<file path="config.mk">
export PLATFORM = sky130hd
export DESIGN_NAME = vec_rr_arbiter
export DESIGN_NICKNAME = d
export VERILOG_FILES = /design/src/rtl/vec_rr_arbiter.sv
export SDC_FILE = /design/constraint.sdc
export NUM_CORES = 1
export LEC_CHECK = 0
export ABC_AREA = 1
export CAP_MARGIN = 10
export CORE_UTILIZATION = 30
export DETAILED_ROUTE_END_ITERATION = 8
export GPL_ROUTABILITY_DRIVEN = 1
export GPL_TIMING_DRIVEN = 0
export PLACE_DENSITY = 0.67
export SLEW_MARGIN = 20
export SYNTH_ARGS = -nofsm -noshare
export SYNTH_HDL_FRONTEND = slang
export SYNTH_SLANG_ARGS = --single-unit
</file>
<file path="constraint.sdc">
create_clock -name clk_i -period 3.4 [get_ports clk_i]
set_input_delay 0.85 -clock clk_i [delete_from_list [all_inputs] [get_ports clk_i]]
set_output_delay 0.85 -clock clk_i [all_outputs]
set_load 0.1 [all_outputs]
</file>
<file path="src/rtl/vec_rr_arbiter.sv">
// Packet-granular round-robin arbiter that funnels req_p vector requesters
// into one registered valid/ready output stage tagged with the source id.
module vec_rr_arbiter #(
  parameter int unsigned width_p = 8,
  parameter int unsigned depth_p = 8,
  parameter int unsigned req_p   = 4,
  parameter int unsigned id_w_p  = $clog2(req_p)
) (
  input  logic                                      clk_i,
  input  logic                                      rst_ni,
  input  logic [req_p-1:0][depth_p-1:0][width_p-1:0] data_i,
  input  logic [req_p-1:0]                          valid_i,
  input  logic [req_p-1:0]                          last_i,
  output logic [req_p-1:0]                          ready_o,
  output logic                                      valid_o,
  output logic [depth_p-1:0][width_p-1:0]           data_o,
  output logic                                      last_o,
  output logic [id_w_p-1:0]                         id_o,
  input  logic                                      ready_i
);

  localparam logic StIdle   = 1'b0;
  localparam logic StLocked = 1'b1;

  logic                            state_q, state_d;
  logic [id_w_p-1:0]               owner_q, owner_d;
  logic [id_w_p-1:0]               rr_ptr_q, rr_ptr_d;
  logic                            valid_q, valid_d;
  logic [depth_p-1:0][width_p-1:0] data_q, data_d;
  logic                            last_q, last_d;
  logic [id_w_p-1:0]               id_q, id_d;

  logic                            load_c;
  logic                            scan_hit_c;
  logic [id_w_p-1:0]               scan_g_c;
  logic [id_w_p-1:0]               cand_c;
  logic [id_w_p-1:0]               grant_c;
  logic                            grant_valid_c;
  logic                            accept_c;
  int                              scan_j;

  // First valid requester at or after rr_ptr, wrapping modulo req_p.
  always_comb begin
    scan_hit_c = 1'b0;
    scan_g_c   = '0;
    cand_c     = '0;
    scan_j     = 0;
    for (int k = 0; k < int'(req_p); k++) begin
      scan_j = (int'(rr_ptr_q) + k) % int'(req_p);
      cand_c = id_w_p'(scan_j);
      if (!scan_hit_c && valid_i[cand_c]) begin
        scan_hit_c = 1'b1;
        scan_g_c   = cand_c;
      end
    end
  end

  // Grant, handshake and next-state; a locked owner keeps the port even when idle.
  always_comb begin
    state_d  = state_q;
    owner_d  = owner_q;
    rr_ptr_d = rr_ptr_q;
    valid_d  = valid_q;
    data_d   = data_q;
    last_d   = last_q;
    id_d     = id_q;
    ready_o  = '0;

    load_c = ~valid_q | ready_i;
    if (state_q == StLocked) begin
      grant_c       = owner_q;
      grant_valid_c = 1'b1;
    end else begin
      grant_c       = scan_g_c;
      grant_valid_c = scan_hit_c;
    end
    accept_c = load_c & grant_valid_c & valid_i[grant_c];

    if (load_c && grant_valid_c) begin
      ready_o[grant_c] = 1'b1;
    end

    if (accept_c) begin
      valid_d = 1'b1;
      data_d  = data_i[grant_c];
      last_d  = last_i[grant_c];
      id_d    = grant_c;
      if (last_i[grant_c]) begin
        state_d  = StIdle;
        rr_ptr_d = (grant_c == id_w_p'(req_p - 1)) ? '0 : grant_c + id_w_p'(1);
      end else begin
        state_d = StLocked;
        owner_d = grant_c;
      end
    end else if (load_c) begin
      valid_d = 1'b0;
    end
  end

  always_ff @(posedge clk_i or negedge rst_ni) begin
    if (!rst_ni) begin
      state_q  <= StIdle;
      owner_q  <= '0;
      rr_ptr_q <= '0;
      valid_q  <= 1'b0;
      data_q   <= '0;
      last_q   <= 1'b0;
      id_q     <= '0;
    end else begin
      state_q  <= state_d;
      owner_q  <= owner_d;
      rr_ptr_q <= rr_ptr_d;
      valid_q  <= valid_d;
      data_q   <= data_d;
      last_q   <= last_d;
      id_q     <= id_d;
    end
  end

  assign valid_o = valid_q;
  assign data_o  = data_q;
  assign last_o  = last_q;
  assign id_o    = id_q;

endmodule

</file>
==> results_dict.tcl, run 1 <==
set metrics [dict create \
    gp_routability_congestion 0.8568 \
    ios 339 \
    status "finished, violations left" \
    ys_seq_area_frac 0.3265 \
    dpl_cell_area_um2 9376 \
    portBuffers 338 \
    rsz0062_at_grt "no" \
    grt_pass1_vias 6855 \
    grt_pass1_wl_um 36790 \
    pre_cts_ws_ns -1.618 \
    synth_common_cells "nand2_1 (310), o21ai_0 (188), nor2_1 (137)" \
    drtIter0Drc 291 \
    ys_warn_count 0 \
    synth_top_area_cell "dfrtp_1" \
    cts_buffers 9 \
    rows 49 \
    drt_first_pass_iters 6 \
    crit_slowest_cell "nor2_4" \
    synth_seq_cells 73 \
    r2r-end "data_o[19]$_DFFE_PN0P_" \
    arrival_ns 2.41 \
    grt_max_degree 40 \
    vias 7070 \
    finalSetupViolCount 0 \
    hold_viol 0 \
    drv_cap 0 \
    nets 1554 \
    synth_area_um2 5594 \
    worstPathMaxFanout 4 \
    wire_per_inst_um 15.93 \
    synth_cells 918 \
    netlist_top_cells_area "dfrtp_1 (33%), nand2_1 (21%), o21ai_0 (17%)" \
    cts_max_level 3 \
    antenna_found_initial 2 \
    holdBufCountCts 0 \
    cts_tree "yes" \
    die_area_um2 19200 \
    antenna_left 0 \
    synth_edf_count 0 \
    clk_pin_slew_ns 0.06 \
    stdcell_count 1518 \
    finalCritPeriodShare 0.9594 \
    root_buffer "clkbuf_16" \
    clockBufferDepth 2 \
    relSlewSlack 0.2956 \
    yosysTopAreaCellShare 0.3265 \
    crit_type "in -> out" \
    clock_sinks 73 \
    async_flop_share 1.000 \
    grt-ovfl-total 0 \
    crit_path_max_incr_delay_ns 0.18 \
    drc 103 \
    slew_violations 0 \
    dp_cells 1486 \
    critPathTopFamily "simple AND/OR/NAND/NOR gates" \
    wl_um 24180 \
    syn_nets 1189 \
    dpl.hpwl_um 18430 \
    grt_util_all_layers 0.2493 \
    r2r_slack_ns 0.46 \
    areaGrowthSynthToFinish_pct 78.15 \
    hold_class "in -> async" \
    finClkSkew_ns 0.009029 \
    avgViaCountPerCell 4.657 \
    max_freq_ghz 0.3066 \
    clkLatencyLatePin_ns 0.35 \
    worstPathCellList "clkbuf_2, inv_2, nand2_2, nand2_1, nand2_1, nand2_2, nand3_4, nor2_4, nor2_8, nand2_8, buf_12, ha_4, inv_2, nor2_4, buf_12" \
    worst_slack_ns 0.1382 \
    layout_min_cycle_time_ns 3.262 \
    fp.dieW_um 138.6 \
    start_kind "input pin" \
    reg2reg_depth 19 \
    synth_area_per_cell_um2 6.094 \
    start_util 0.3083 \
    synth-main-ff-cell "dfrtp_1" \
    yosysMostFrequentCell "nand2_1" \
    worstMarginPinSlew_ns 1.053 \
    violations "DRC" \
    synth_cell_types 25 \
    final_area_um2 9966 \
    die_h_um 138.6 \
    setup_tns_ns 0 \
    cp.required_ns 2.55 \
    reg2reg_from "rr_ptr_q[1]$_DFFE_PN0P_" \
    drive_gt1_frac 0.1110 \
    coreArea_um2 18150 \
    critPathCaptureType "output pin" \
    crit_buf_inv 5 \
]
## how the worst max path moves through the flow
| stage | startpoint | end | slack, ns | depth (start not counted) |
|---|---|---|---|---|
| global route | rr_ptr_q[1]$_DFFE_PN0P_ | ready_o[2] | 0.03 | 14 |
| global placement | valid_i[2] | ready_o[3] | -1.57 | 17 |
| finish | valid_i[1] | ready_o[2] | 0.14 | 15 |
| CTS | valid_i[1] | ready_o[0] | 0.01 | 15 |
| detailed placement | valid_i[2] | ready_o[3] | -1.62 | 17 |
| floorplan | valid_i[2] | ready_o[3] | -0.005 | 15 |
## worst register-to-register path: stages (launching register included)
cell and delay (ns):
dfrtp_2 0.47, inv_2 0.14, nand2_1 0.08, nand2_2 0.12, nand2_2 0.08, nand2_4 0.09, nand3_4 0.09, nor2_4 0.18
nor2_8 0.08, nand2_8 0.13, buf_12 0.13, buf_4 0.19, buf_4 0.25, buf_2 0.27, o21ai_0 0.11, inv_1 0.06
o21ai_0 0.18, nand2_1 0.15, nand2_2 0.05, nand2_1 0.05
## cells in the final DEF (no fill, tap or decap), drive strengths merged
| master | instances |
|---|---|
| ha | 4 |
| diode | 1 |
| bufinv | 2 |
| clkinv | 4 |
| buf | 54 |
| nand3 | 23 |
| nand2 | 330 |
| clkbuf | 37 |
| inv | 86 |
| nor2 | 145 |
| bufbuf | 1 |
| dfrtp | 73 |
| clkinvlp | 1 |
| a21oi | 1 |
| o21ai | 198 |
| clkdlybuf4s50 | 329 |
## repair_timing
item | in CTS | in global routing
buffers inserted | 13 | 5
resized for setup | 59 | 23
setup endpoints to repair | 4 | 4
cloned | 1 | 0
pin swaps | 7 | 13
## sequential cells by signal, indices dropped and copies added, names as in the netlist
signal,flops
owner_q,2
valid_o,1
data_o,64
state_q,1
rr_ptr_q,2
last_o,1
id_o,2
## kinds of logic (layout without fill, tap and decap cells)
| family | after synthesis | count (layout) | synth area share |
|---|---|---|---|
| buffers and inverters | 144 | 514 | 0.1179 |
| DFF | 73 | 73 | 0.3265 |
| other | 0 | 1 | 0 |
| AOI/OAI and AO/OA | 199 | 199 | 0.1807 |
| and+or+nand+nor | 498 | 498 | 0.3659 |
| adders and majority gates | 4 | 4 | 0.008947 |
## layer usage
layer | up-vias | wire length (µm) | track usage
li1 | 3592 | - | -
met1 | 3150 | 9262 | 0.2795
met2 | 286 | 12020 | 0.4488
met3 | 40 | 2266 | 0.07044
met4 | 2 | 614 | 0.09048
met5 | - | 15 | 0
## area by class of cell
cell class / instances / area (µm²)
diodes: 1 / 2.502
multi-input cells: 701 / 3277
fillers: 1830 / 8182
repair buffers: 358 / 3588
flip-flops and latches: 73 / 1828
well taps: 229 / 286.5
inverters: 87 / 344.1
plain buffers: 53 / 327.8
clock inverters: 6 / 82.58
clock buffers: 10 / 229.0
## through the flow
step / utilization / hold slack [ns]
after detailed placement: 0.5167 / 0.4639
final: 0.5492 / 0.4593
after global routing: 0.5490 / 0.4906
after global placement: 0.5157 / 0.4549
after floorplan: - / 0.4417
after CTS: 0.5433 / 0.4767
Power of run 1 is left out: the tool's default activity adds up to more than one toggle a clock period on the data nets, which glitch-free logic cannot reach.
==> run 2: changes to the inputs <==
clock period = 3.9 ns   (was 3.4 ns; I/O delays follow)
==> results_dict.tcl, run 2 (synthesized netlist as in run 1, its figures left out) <==
set metrics [dict create \
    gp_routability_congestion 0.8878 \
    grt_pass1_wl_um 36620 \
    nets 1558 \
    crit_buf_inv 6 \
    reg2reg_depth 19 \
    reg2reg_from "rr_ptr_q[1]$_DFFE_PN0P_" \
    clk_pin_slew_ns 0.05 \
    critPathCaptureType "output pin" \
    crit_path_start "valid_i[0]" \
    layout_commonest_cell "clkdlybuf4s50_1" \
    portBuffers 338 \
    crit_type "in -> out" \
    r2r_slack_ns 1.09 \
    status "finished, violations left" \
    drt_first_pass_iters 6 \
    coreArea_um2 18150 \
    antenna_found_initial 1 \
    cts_tree "yes" \
    cpMostUsedCell "nand2_2" \
    dpl.hpwl_um 18320 \
    worstMarginPinSlew_ns 1.055 \
    worstPathMaxFanout 4 \
    fp.dieW_um 138.6 \
    layout_common_cells "clkdlybuf4s50_1 (329), nand2_1 (303), o21ai_0 (188)" \
    rsz0062_at_grt "no" \
    crit_path_max_incr_delay_ns 0.25 \
    clockBufferDepth 2 \
    drc 49 \
    largest_reg_flops 64 \
    cts_max_level 3 \
    antenna_left 0 \
    die_h_um 138.6 \
    cp.required_ns 2.92 \
    n_fill_cell 1823 \
    crit_end "ready_o[3]" \
    max_freq_ghz 0.2662 \
    areaGrowthSynthToFinish_pct 79.11 \
    hold_class "reg -> reg" \
    slew_violations 0 \
    relSlewSlack 0.2946 \
    arrival_ns 2.78 \
    final_area_um2 10020 \
    start_util 0.3083 \
    avgViaCountPerCell 4.690 \
    crit_slowest_cell "dlygate4sd2_1" \
    finalCritPeriodShare 0.9632 \
    critPathTopFamily "simple AND/OR/NAND/NOR gates" \
    start_kind "input pin" \
    root_buffer "clkbuf_16" \
    wl_um 24130 \
    worstPathCellList "dlygate4sd2_1, inv_2, nand2_1, nand2_1, nand2_2, nand2_2, nand2_2, nand2_1, nand2_2, nand3_4, nand2_8, inv_8, buf_12, ha_2, inv_2, nor2_4, buf_12" \
    r2r-end "data_o[15]$_DFFE_PN0P_" \
    grt_util_all_layers 0.2475 \
    violations "DRC" \
    rows 49 \
    finClkSkew_ns 0.008365 \
    cts_buffers 9 \
    ios 339 \
    dpl_cell_area_um2 9311 \
    grt_pass1_vias 6881 \
    post-route-util 0.5521 \
    grt_max_degree 42 \
    setup_tns_ns 0 \
    finalSetupViolCount 0 \
    crit_cells 17 \
    layout_min_cycle_time_ns 3.756 \
    clkLatencyLatePin_ns 0.33 \
    vias 7133 \
    drive_gt1_frac 0.1084 \
    die_area_um2 19200 \
    grt-ovfl-total 0 \
    drtIter0Drc 348 \
    n_antenna_cell 0 \
    hold_viol 0 \
    clock_sinks 73 \
    wire_per_inst_um 15.87 \
    drv_cap 0 \
]
==> run 2: final cells by class <==
class | instances | area [µm²] | share of cell area
buffer | 54 | 347.8 | 0.03472
sequential | 73 | 1827 | 0.1823
timing repair buffer | 361 | 3680 | 0.3673
tap | 229 | 286.5 | 0.02860
clock buffer | 15 | 297.8 | 0.02972
clock inverter | 1 | 30.03 | 0.002997
multi-input combinational | 701 | 3212 | 0.3206
inverter | 87 | 339.1 | 0.03384
==> run 2: how the worst min path moves through the flow <==
stage                                       from                endpoint  cells after the start
after floorplan           owner_q[1]$_DFFE_PN0P_  owner_q[1]$_DFFE_PN0P_                      2
after global placement        last_o$_DFFE_PN0P_      last_o$_DFFE_PN0P_                      2
after detailed placement      last_o$_DFFE_PN0P_      last_o$_DFFE_PN0P_                      2
after CTS                     last_o$_DFFE_PN0P_      last_o$_DFFE_PN0P_                      2
after global routing      data_o[30]$_DFFE_PN0P_  data_o[30]$_DFFE_PN0P_                      2
final                         last_o$_DFFE_PN0P_      last_o$_DFFE_PN0P_                      2
==> run 2: worst register-to-register path, stage by stage (launching register included) <==
cell and delay, ns:
dfrtp_1 0.49, inv_2 0.15, nand2_1 0.07, nand2_2 0.10, nand2_2 0.06, nand2_2 0.11
nand2_2 0.07, nand2_1 0.08, nand2_2 0.06, nand3_4 0.12, nand2_8 0.10, buf_4 0.16
buf_4 0.16, nand2_1 0.06, nand2_1 0.09, a21oi_2 0.20, nand2_2 0.23, buf_4 0.26
nand2_1 0.06, nand2_1 0.06
==> run 2: per-stage QoR <==
stage / setup WS (ns) / std cells / hold slack, ns
4_1_cts: 0.001747 / 1519 / 0.4735
2_1_floorplan: 0.1299 / 918 / 0.4417
5_1_grt: 0.03832 / 1521 / 0.4904
3_3_place_gp: -1.574 / 1485 / 0.4553
3_5_place_dp: -1.610 / 1486 / 0.4598
6_report: 0.1435 / 1521 / 0.4732
==> run 2: what timing repair did <==
| item | 4_1_cts | 5_1_grt |
|---|---|---|
| buffers inserted | 17 | 2 |
| setup endpoints to repair | 4 | 4 |
| resized for setup | 66 | 10 |
| hold buffers | 0 | 0 |
| pin swaps | 7 | 9 |
| hold endpoints to repair | 0 | 0 |
| gates cloned | 3 | 0 |
==> run 2: layer usage <==
layer	share of wire	wire length, µm	vias up	track usage
li1	-	-	3599	-
met1	0.40	9564	3175	0.2742
met2	0.48	11570	295	0.4315
met3	0.083	2009	62	0.07390
met4	0.040	968	2	0.1236
met5	0.00070	17	-	0
Power of run 2 is left out for the same reason.
